## config.mk

```make
export PLATFORM = sky130hd
export DESIGN_NAME = mmio_bus_mux_flat
export DESIGN_NICKNAME = d
export VERILOG_FILES = /design/src/rtl/mmio_pkg.sv /design/src/rtl/mmio_bus_mux_if.sv /design/src/rtl/mmio_addr_decode.sv /design/src/rtl/mmio_bus_mux.sv /design/src/flat_wrapper.sv
export SDC_FILE = /design/constraint.sdc
export NUM_CORES = 1
export LEC_CHECK = 0
export CORE_ASPECT_RATIO = 2
export CORE_MARGIN = 5
export CORE_UTILIZATION = 29
export CTS_CLUSTER_DIAMETER = 200
export CTS_CLUSTER_SIZE = 10
export DETAILED_ROUTE_END_ITERATION = 16
export GPL_TIMING_DRIVEN = 1
export PLACE_DENSITY = 0.77
export SYNTH_ARGS = -nofsm -noshare
export SYNTH_HDL_FRONTEND = slang
export SYNTH_HIERARCHICAL = 1
export SYNTH_SLANG_ARGS = --single-unit
```

## constraint.sdc

```tcl
create_clock -name clk -period 2.2 [get_ports clk]
set_clock_uncertainty 0.05 [all_clocks]
set_input_delay 0.33 -clock clk [delete_from_list [all_inputs] [get_ports clk]]
set_output_delay 0.33 -clock clk [all_outputs]
set_load 0.05 [all_outputs]
```

## src/rtl/mmio_pkg.sv

```systemverilog
`default_nettype none
// ============================================================================
// Module   : mmio_pkg
// Purpose  : Shared constants for the MMIO interconnect: FSM encoding, data
//            width and the current SoC address map.
// Revision : 1.0 - initial release
// ============================================================================
package mmio_pkg;

    localparam int c_DATA_W = 32;

    localparam logic [1:0] c_ST_IDLE = 2'd0;
    localparam logic [1:0] c_ST_WAIT = 2'd1;
    localparam logic [1:0] c_ST_RESP = 2'd2;

    // UART TX/RX/LSR share one 4 KiB page; the UART decodes the low bits itself.
    localparam logic [31:0] c_UART_BASE  = 32'h1000_0000;
    localparam logic [31:0] c_UART_MASK  = 32'hFFFF_F000;
    localparam logic [31:0] c_CLINT_BASE = 32'h0200_0000;
    localparam logic [31:0] c_CLINT_MASK = 32'hFFFF_0000;
    localparam logic [31:0] c_DIV_BASE   = 32'h1000_1000;
    localparam logic [31:0] c_DIV_MASK   = 32'hFFFF_F000;
    localparam logic [31:0] c_SPARE_BASE = 32'h1000_2000;
    localparam logic [31:0] c_SPARE_MASK = 32'hFFFF_F000;

    function automatic int cnt_width(input int t);
        return (t <= 1) ? 1 : $clog2(t + 1);
    endfunction

endpackage
`default_nettype wire

```

## src/rtl/mmio_bus_mux_if.sv

```systemverilog
`default_nettype none
// ============================================================================
// Module   : mmio_bus_mux_if
// Purpose  : CPU-side request/response and slave-side fan-out signals of the
//            MMIO interconnect. 'slave' is the interconnect's view, 'master'
//            is the view of the CPU plus peripherals driving it.
// Revision : 1.0 - initial release
// ============================================================================
interface mmio_bus_mux_if #(
    parameter int NUM_SLAVES = 4
);
    import mmio_pkg::*;

    logic                           m_valid;
    logic [c_DATA_W-1:0]            m_addr;
    logic [c_DATA_W-1:0]            m_wdata;
    logic [3:0]                     m_wstrb;
    logic                           m_ready;
    logic [c_DATA_W-1:0]            m_rdata;
    logic                           m_fault;

    logic [NUM_SLAVES-1:0]          s_valid;
    logic [c_DATA_W-1:0]            s_addr;
    logic [c_DATA_W-1:0]            s_wdata;
    logic [3:0]                     s_wstrb;
    logic [NUM_SLAVES-1:0]          s_ready;
    logic [c_DATA_W*NUM_SLAVES-1:0] s_rdata;

    modport master (
        output m_valid, m_addr, m_wdata, m_wstrb, s_ready, s_rdata,
        input  m_ready, m_rdata, m_fault, s_valid, s_addr, s_wdata, s_wstrb
    );

    modport slave (
        input  m_valid, m_addr, m_wdata, m_wstrb, s_ready, s_rdata,
        output m_ready, m_rdata, m_fault, s_valid, s_addr, s_wdata, s_wstrb
    );

endinterface
`default_nettype wire

```

## src/rtl/mmio_addr_decode.sv

```systemverilog
`default_nettype none
// ============================================================================
// Module   : mmio_addr_decode
// Purpose  : Combinational base/mask window matcher; lowest index wins.
// Revision : 1.0 - initial release
// ============================================================================
module mmio_addr_decode
    import mmio_pkg::*;
#(
    parameter int                        NUM_SLAVES = 4,
    parameter logic [32*NUM_SLAVES-1:0]  SLAVE_BASE = '0,
    parameter logic [32*NUM_SLAVES-1:0]  SLAVE_MASK = '0
) (
    input  logic [c_DATA_W-1:0]   i_addr,
    output logic [NUM_SLAVES-1:0] o_sel,
    output logic                  o_hit_any
);

    logic [NUM_SLAVES-1:0] w_hit;

    for (genvar gi = 0; gi < NUM_SLAVES; gi++) begin : g_hit
        assign w_hit[gi] = ((i_addr & SLAVE_MASK[32*gi +: 32]) == SLAVE_BASE[32*gi +: 32]);
    end

    // Isolate the lowest set bit of the hit vector.
    assign o_sel     = w_hit & (~w_hit + NUM_SLAVES'(1));
    assign o_hit_any = |w_hit;

endmodule
`default_nettype wire

```

## src/rtl/mmio_bus_mux.sv

```systemverilog
`default_nettype none
// ============================================================================
// Module   : mmio_bus_mux
// Purpose  : CPU-to-peripheral MMIO interconnect with window decode, per-access
//            timeout and access-fault reporting on a registered response.
// Revision : 1.0 - initial release
// ============================================================================
module mmio_bus_mux
    import mmio_pkg::*;
#(
    parameter int                       NUM_SLAVES     = 4,
    parameter logic [32*NUM_SLAVES-1:0] SLAVE_BASE     = {c_SPARE_BASE, c_DIV_BASE, c_CLINT_BASE, c_UART_BASE},
    parameter logic [32*NUM_SLAVES-1:0] SLAVE_MASK     = {c_SPARE_MASK, c_DIV_MASK, c_CLINT_MASK, c_UART_MASK},
    parameter int                       TIMEOUT_CYCLES = 255,
    parameter int                       UNMAPPED_FAULT = 1,
    parameter logic [c_DATA_W-1:0]      ERR_RDATA      = 32'h0
) (
    input  logic          clk,
    input  logic          reset,
    mmio_bus_mux_if.slave bus
);

    localparam int                 c_CNT_W    = cnt_width(TIMEOUT_CYCLES);
    localparam logic [c_CNT_W-1:0] c_CNT_LAST = c_CNT_W'(TIMEOUT_CYCLES - 1);
    localparam logic [c_CNT_W-1:0] c_CNT_MAX  = '1;

    logic [1:0]            r_state;
    logic [NUM_SLAVES-1:0] r_sel;
    logic [c_CNT_W-1:0]    r_cnt;
    logic [c_DATA_W-1:0]   r_rdata;
    logic                  r_fault;

    logic [NUM_SLAVES-1:0] w_sel;
    logic                  w_hit_any;
    logic [c_DATA_W-1:0]   w_slave_rdata;
    logic                  w_sel_ready;
    logic                  w_timeout;

    mmio_addr_decode #(
        .NUM_SLAVES (NUM_SLAVES),
        .SLAVE_BASE (SLAVE_BASE),
        .SLAVE_MASK (SLAVE_MASK)
    ) u_decode (
        .i_addr    (bus.m_addr),
        .o_sel     (w_sel),
        .o_hit_any (w_hit_any)
    );

    // sel is one-hot, so a plain AND-OR picks the active slave's data.
    always_comb begin
        w_slave_rdata = '0;
        for (int i = 0; i < NUM_SLAVES; i++) begin
            w_slave_rdata = w_slave_rdata |
                            (bus.s_rdata[c_DATA_W*i +: c_DATA_W] & {c_DATA_W{r_sel[i]}});
        end
    end

    assign w_sel_ready = |(bus.s_ready & r_sel);
    assign w_timeout   = (TIMEOUT_CYCLES != 0) && (r_cnt == c_CNT_LAST);

    // Valid drops combinationally on a CPU abort or a reset, not a cycle later.
    assign bus.s_valid = (r_state == c_ST_WAIT && bus.m_valid && !reset) ? r_sel : '0;
    assign bus.s_addr  = bus.m_addr;
    assign bus.s_wdata = bus.m_wdata;
    assign bus.s_wstrb = bus.m_wstrb;
    assign bus.m_ready = (r_state == c_ST_RESP);
    assign bus.m_rdata = r_rdata;
    assign bus.m_fault = r_fault;

    always_ff @(posedge clk) begin
        if (reset) begin
            r_state <= c_ST_IDLE;
            r_sel   <= '0;
            r_cnt   <= '0;
            r_rdata <= '0;
            r_fault <= 1'b0;
        end else begin
            case (r_state)
                c_ST_IDLE: begin
                    if (bus.m_valid) begin
                        if (w_hit_any) begin
                            r_sel   <= w_sel;
                            r_cnt   <= '0;
                            r_state <= c_ST_WAIT;
                        end else begin
                            r_fault <= (UNMAPPED_FAULT != 0);
                            r_rdata <= (UNMAPPED_FAULT != 0) ? ERR_RDATA : '0;
                            r_state <= c_ST_RESP;
                        end
                    end
                end
                c_ST_WAIT: begin
                    if (!bus.m_valid) begin
                        r_state <= c_ST_IDLE;
                    end else if (w_sel_ready) begin
                        r_rdata <= w_slave_rdata;
                        r_fault <= 1'b0;
                        r_state <= c_ST_RESP;
                    end else if (w_timeout) begin
                        r_rdata <= ERR_RDATA;
                        r_fault <= 1'b1;
                        r_state <= c_ST_RESP;
                    end else if (r_cnt != c_CNT_MAX) begin
                        r_cnt <= r_cnt + c_CNT_W'(1);
                    end
                end
                c_ST_RESP: r_state <= c_ST_IDLE;
                default:   r_state <= c_ST_IDLE;
            endcase
        end
    end

endmodule
`default_nettype wire

```

## src/flat_wrapper.sv

```systemverilog
// flat-port wrapper written by rule: the top's interface ports become plain ports
module mmio_bus_mux_flat import mmio_pkg::*;
#(
    parameter int                       NUM_SLAVES     = 4,
    parameter logic [32*NUM_SLAVES-1:0] SLAVE_BASE     = {c_SPARE_BASE, c_DIV_BASE, c_CLINT_BASE, c_UART_BASE},
    parameter logic [32*NUM_SLAVES-1:0] SLAVE_MASK     = {c_SPARE_MASK, c_DIV_MASK, c_CLINT_MASK, c_UART_MASK},
    parameter int                       TIMEOUT_CYCLES = 255,
    parameter int                       UNMAPPED_FAULT = 1,
    parameter logic [c_DATA_W-1:0]      ERR_RDATA      = 32'h0
)
  (clk, reset, bus_m_valid, bus_m_addr, bus_m_wdata, bus_m_wstrb, bus_s_ready, bus_s_rdata, bus_m_ready, bus_m_rdata, bus_m_fault, bus_s_valid, bus_s_addr, bus_s_wdata, bus_s_wstrb);
  mmio_bus_mux_if #(.NUM_SLAVES(NUM_SLAVES)) bus_i ();
  input  logic clk;
  input  logic reset;
  input wire logic [$bits(bus_i.m_valid)-1:0] bus_m_valid;
  input wire logic [$bits(bus_i.m_addr)-1:0] bus_m_addr;
  input wire logic [$bits(bus_i.m_wdata)-1:0] bus_m_wdata;
  input wire logic [$bits(bus_i.m_wstrb)-1:0] bus_m_wstrb;
  input wire logic [$bits(bus_i.s_ready)-1:0] bus_s_ready;
  input wire logic [$bits(bus_i.s_rdata)-1:0] bus_s_rdata;
  output wire logic [$bits(bus_i.m_ready)-1:0] bus_m_ready;
  output wire logic [$bits(bus_i.m_rdata)-1:0] bus_m_rdata;
  output wire logic [$bits(bus_i.m_fault)-1:0] bus_m_fault;
  output wire logic [$bits(bus_i.s_valid)-1:0] bus_s_valid;
  output wire logic [$bits(bus_i.s_addr)-1:0] bus_s_addr;
  output wire logic [$bits(bus_i.s_wdata)-1:0] bus_s_wdata;
  output wire logic [$bits(bus_i.s_wstrb)-1:0] bus_s_wstrb;
  assign bus_i.m_valid = bus_m_valid;
  assign bus_i.m_addr = bus_m_addr;
  assign bus_i.m_wdata = bus_m_wdata;
  assign bus_i.m_wstrb = bus_m_wstrb;
  assign bus_i.s_ready = bus_s_ready;
  assign bus_i.s_rdata = bus_s_rdata;
  assign bus_m_ready = bus_i.m_ready;
  assign bus_m_rdata = bus_i.m_rdata;
  assign bus_m_fault = bus_i.m_fault;
  assign bus_s_valid = bus_i.s_valid;
  assign bus_s_addr = bus_i.s_addr;
  assign bus_s_wdata = bus_i.s_wdata;
  assign bus_s_wstrb = bus_i.s_wstrb;
  mmio_bus_mux #(.NUM_SLAVES(NUM_SLAVES), .SLAVE_BASE(SLAVE_BASE), .SLAVE_MASK(SLAVE_MASK), .TIMEOUT_CYCLES(TIMEOUT_CYCLES), .UNMAPPED_FAULT(UNMAPPED_FAULT), .ERR_RDATA(ERR_RDATA)) u_core (.clk(clk), .reset(reset), .bus(bus_i));
endmodule
```

==> flow_summary_export.csv <==
group,metric,value,unit
logic_synthesis,synth_cells,428,
critical_path,cpMaxStageDelayCell,"or4_4",
logic_synthesis,ys_ff_latch,47,
floorplan,die_x,88.8,um
clock_tree,cts_tree,"built",
critical_path,critPathLaunchType,"primary input",
timing,worst_pin_slew,0.580,ns
logic_synthesis,synth_area_leader_cell,"dfxtp_1",
critical_path,worstSetupPathType,"primary input to flip-flop",
drt,drt_first_pass_iters,4,
critical_path,r2r_cells,6,
timing,tns,0,ns
logic_synthesis,syn_avg_cell_area,8.41,um2
placed_design,dp_hpwl,12700,um
timing,fin_crit,2.14,ns
drt,drt_iter0_markers,238,
layout,num-fill-cells,1146,
timing,slew-limit-headroom,61.2,%
drt,totalWireLength,16100,um
logic_synthesis,synthFlopType,"dfxtp_1",
logic_synthesis,synthesis.nets,633,
clock_tree,cts_buffers,5,
min_path,min_path_cells,2,
drt,wl_per_cell,22.5,um
clock_tree,path_clk_slew,0.07,ns
min_path,min-delay-path-class,"flip-flop to flip-flop",
logic_synthesis,synthArstFlopShare,0,%
drt,drc_errors,0,
grt,overflow,0,
logic_synthesis,yosys-top-cells-area,"dfxtp_1, buf_4, a22o_1",
critical_path,critPathMaxFanout,6,
timing,min_period_over_period,97.4,%
layout,drive_above_1_share,14.1,%
logic_synthesis,syn_area,3600,um2
critical_path,cp_data_required_time,2.32,ns
logic_synthesis,yosysSeqAreaShare,26.1,%
logic_synthesis,ys_types,46,
grt,grt_pass1_vias,4291,
logic_synthesis,synth_enable_flop_cells,0,
drt,viasPerCell,5.85,
layout,layout_commonest_cell,"clkdlybuf4s50_1",
critical_path,endpoint_kind,"flip-flop",
logic_synthesis,synth-warning-count,6,
power_and_ir_drop,finalPower,2.18,mW
floorplan,row_count,57,
drt,final_antenna_net_count,0,
job,drv_cap,0,
grt,grt_max_degree,41,
floorplan,dieArea,14900,um2
timing,worst_slack,0.0583,ns
clock_tree,cts.sinks,47,
floorplan,boundaryPins,309,
clock_tree,clockBufferDepth,2,
timing,hold_viol,0,
layout,nets,773,
placed_design,port_buffers,212,
placed_design,place.gp.congestion,0.857,
layout,syn2layout_area_growth,60.3,%
floorplan,core_area,12200,um2
placed_design,pre_cts_slack,-0.449,ns
timing,final_max_slew_viol_count,0,
timing,setup_viol,0,
power_and_ir_drop,p_leak,2.00,nW
grt,grt_util_all_layers,20.4,%
clock_tree,cts_htree_levels,2,
grt,antenna_found_initial,0,
grt,grt_first_pass_wirelength,23200,um
clock_tree,cts_hold_buf,0,
floorplan,start_util,29.5,%
clock_tree,clock_latency,0.29,ns
clock_tree,root_buffer,"clkbuf_16",
status,status,"finished, final reports clean",
critical_path,cpPeakStageDelay,0.52,ns
layout,layout.area.seq,941,um2
logic_synthesis,synth_top_area_share,26.1,%
critical_path,cp.arrival,2.26,ns
layout,final_cell_mix,"clkdlybuf4s50_1, dfxtp_1, buf_4",
power_and_ir_drop,p_per_area,378,nW/um2
power_and_ir_drop,ir_drop,0.310,mV
critical_path,path_cells,"clkdlybuf4s50_1 -> or4_4 -> nor3_4 -> buf_4 -> nor2_1 -> o21a_2 -> nor4_2 -> o22ai_1",
floorplan,die_h,168,um
timing,fmax,0.467,GHz
drt,routed-via-count,4189,
layout,multiInputGateArea,2010,um2
layout,insertedDiodeCount,0,
clock_tree,post_cts_buffers,0,
report_power, final:
part	total [mW]	internal [mW]	switching [mW]
clock network	0.807	0.456	0.351
logic	0.518	0.315	0.203
registers	0.855	0.853	0.00239
total	2.18	1.62	0.557
kinds of logic (layout without fill, tap and decap cells):
kind of cell | count (synthesis) | count (layout) | share of synthesized area, %
mux | 4 | 4 | 1.11
buf+inv | 119 | 260 | 19.9
fa+ha+maj | 2 | 2 | 0.695
compound gates | 120 | 120 | 27.8
flops | 47 | 47 | 26.1
simple gates | 136 | 136 | 24.3
metrics by stage:
step	hold WS, ns	instance area (um2)	util, %	std cells
floorplan	0.418	3600	-	428
global placement	0.428	5530	45.4	708
detailed placement	0.425	5530	45.4	708
CTS	0.435	5720	46.9	716
global route	0.462	5770	47.3	716
finish	0.437	5770	47.3	716
layer usage:
layer  track usage, %  vias to the layer above  part of all wire, %
met4             13.9                        0                  6.2
met3             4.03                       77                  8.1
met1             19.4                     1981                   32
li1                 -                     1910                    -
met5                0                        -                    0
met2             37.2                      221                   54
sequential cells by signal, summed over array words and instances (netlist names):
name                cells
u_core/r_cnt            8
u_core/r_sel            4
u_core/bus.m_fault      1
u_core/bus.m_rdata     32
u_core/r_state          2
final cells by class:
cell class              instances  share of cell area, %
inverters                       8                  0.521
clock buffers                   7                   2.47
clock inverters                 1                  0.152
flip-flops and latches         47                   16.3
repair buffers                244                   42.4
multi-input cells             262                   34.9
well taps                     147                   3.19
synthesized netlist by cell type, drive strengths merged, types with 9 or more instances:
library cell / n
nor4: 11
buf: 78
nand2: 9
nor2: 16
a22o: 35
a221oi: 31
clkbuf: 33
dfxtp: 47
nand4: 33
o311ai: 31
nand3b: 32
repair_timing:
item,in CTS,in global routing
setup endpoints to repair,44,14
gates resized for setup,7,14
pin swaps,0,9
hold endpoints to repair,0,0
worst paths after layout:
| check | start | slack [ns] | endpoint |
|---|---|---|---|
| min reg2reg | u_core/bus.m_rdata[24] | 0.44 | u_core/bus.m_rdata[24] |
| max reg2reg | u_core/r_cnt[1] | 0.38 | u_core/bus.m_rdata[26] |
| max | bus_m_addr[24] | 0.06 | u_core/r_cnt[2] |
| min | u_core/bus.m_rdata[24] | 0.44 | u_core/bus.m_rdata[24] |
worst max-delay path, delay by kind of cell:
kind | cells | cell delay [ns]
simple gates | 4 | 1.00
buf+inv | 2 | 0.56
compound gates | 2 | 0.38
(Power assumes the default switching activity.)
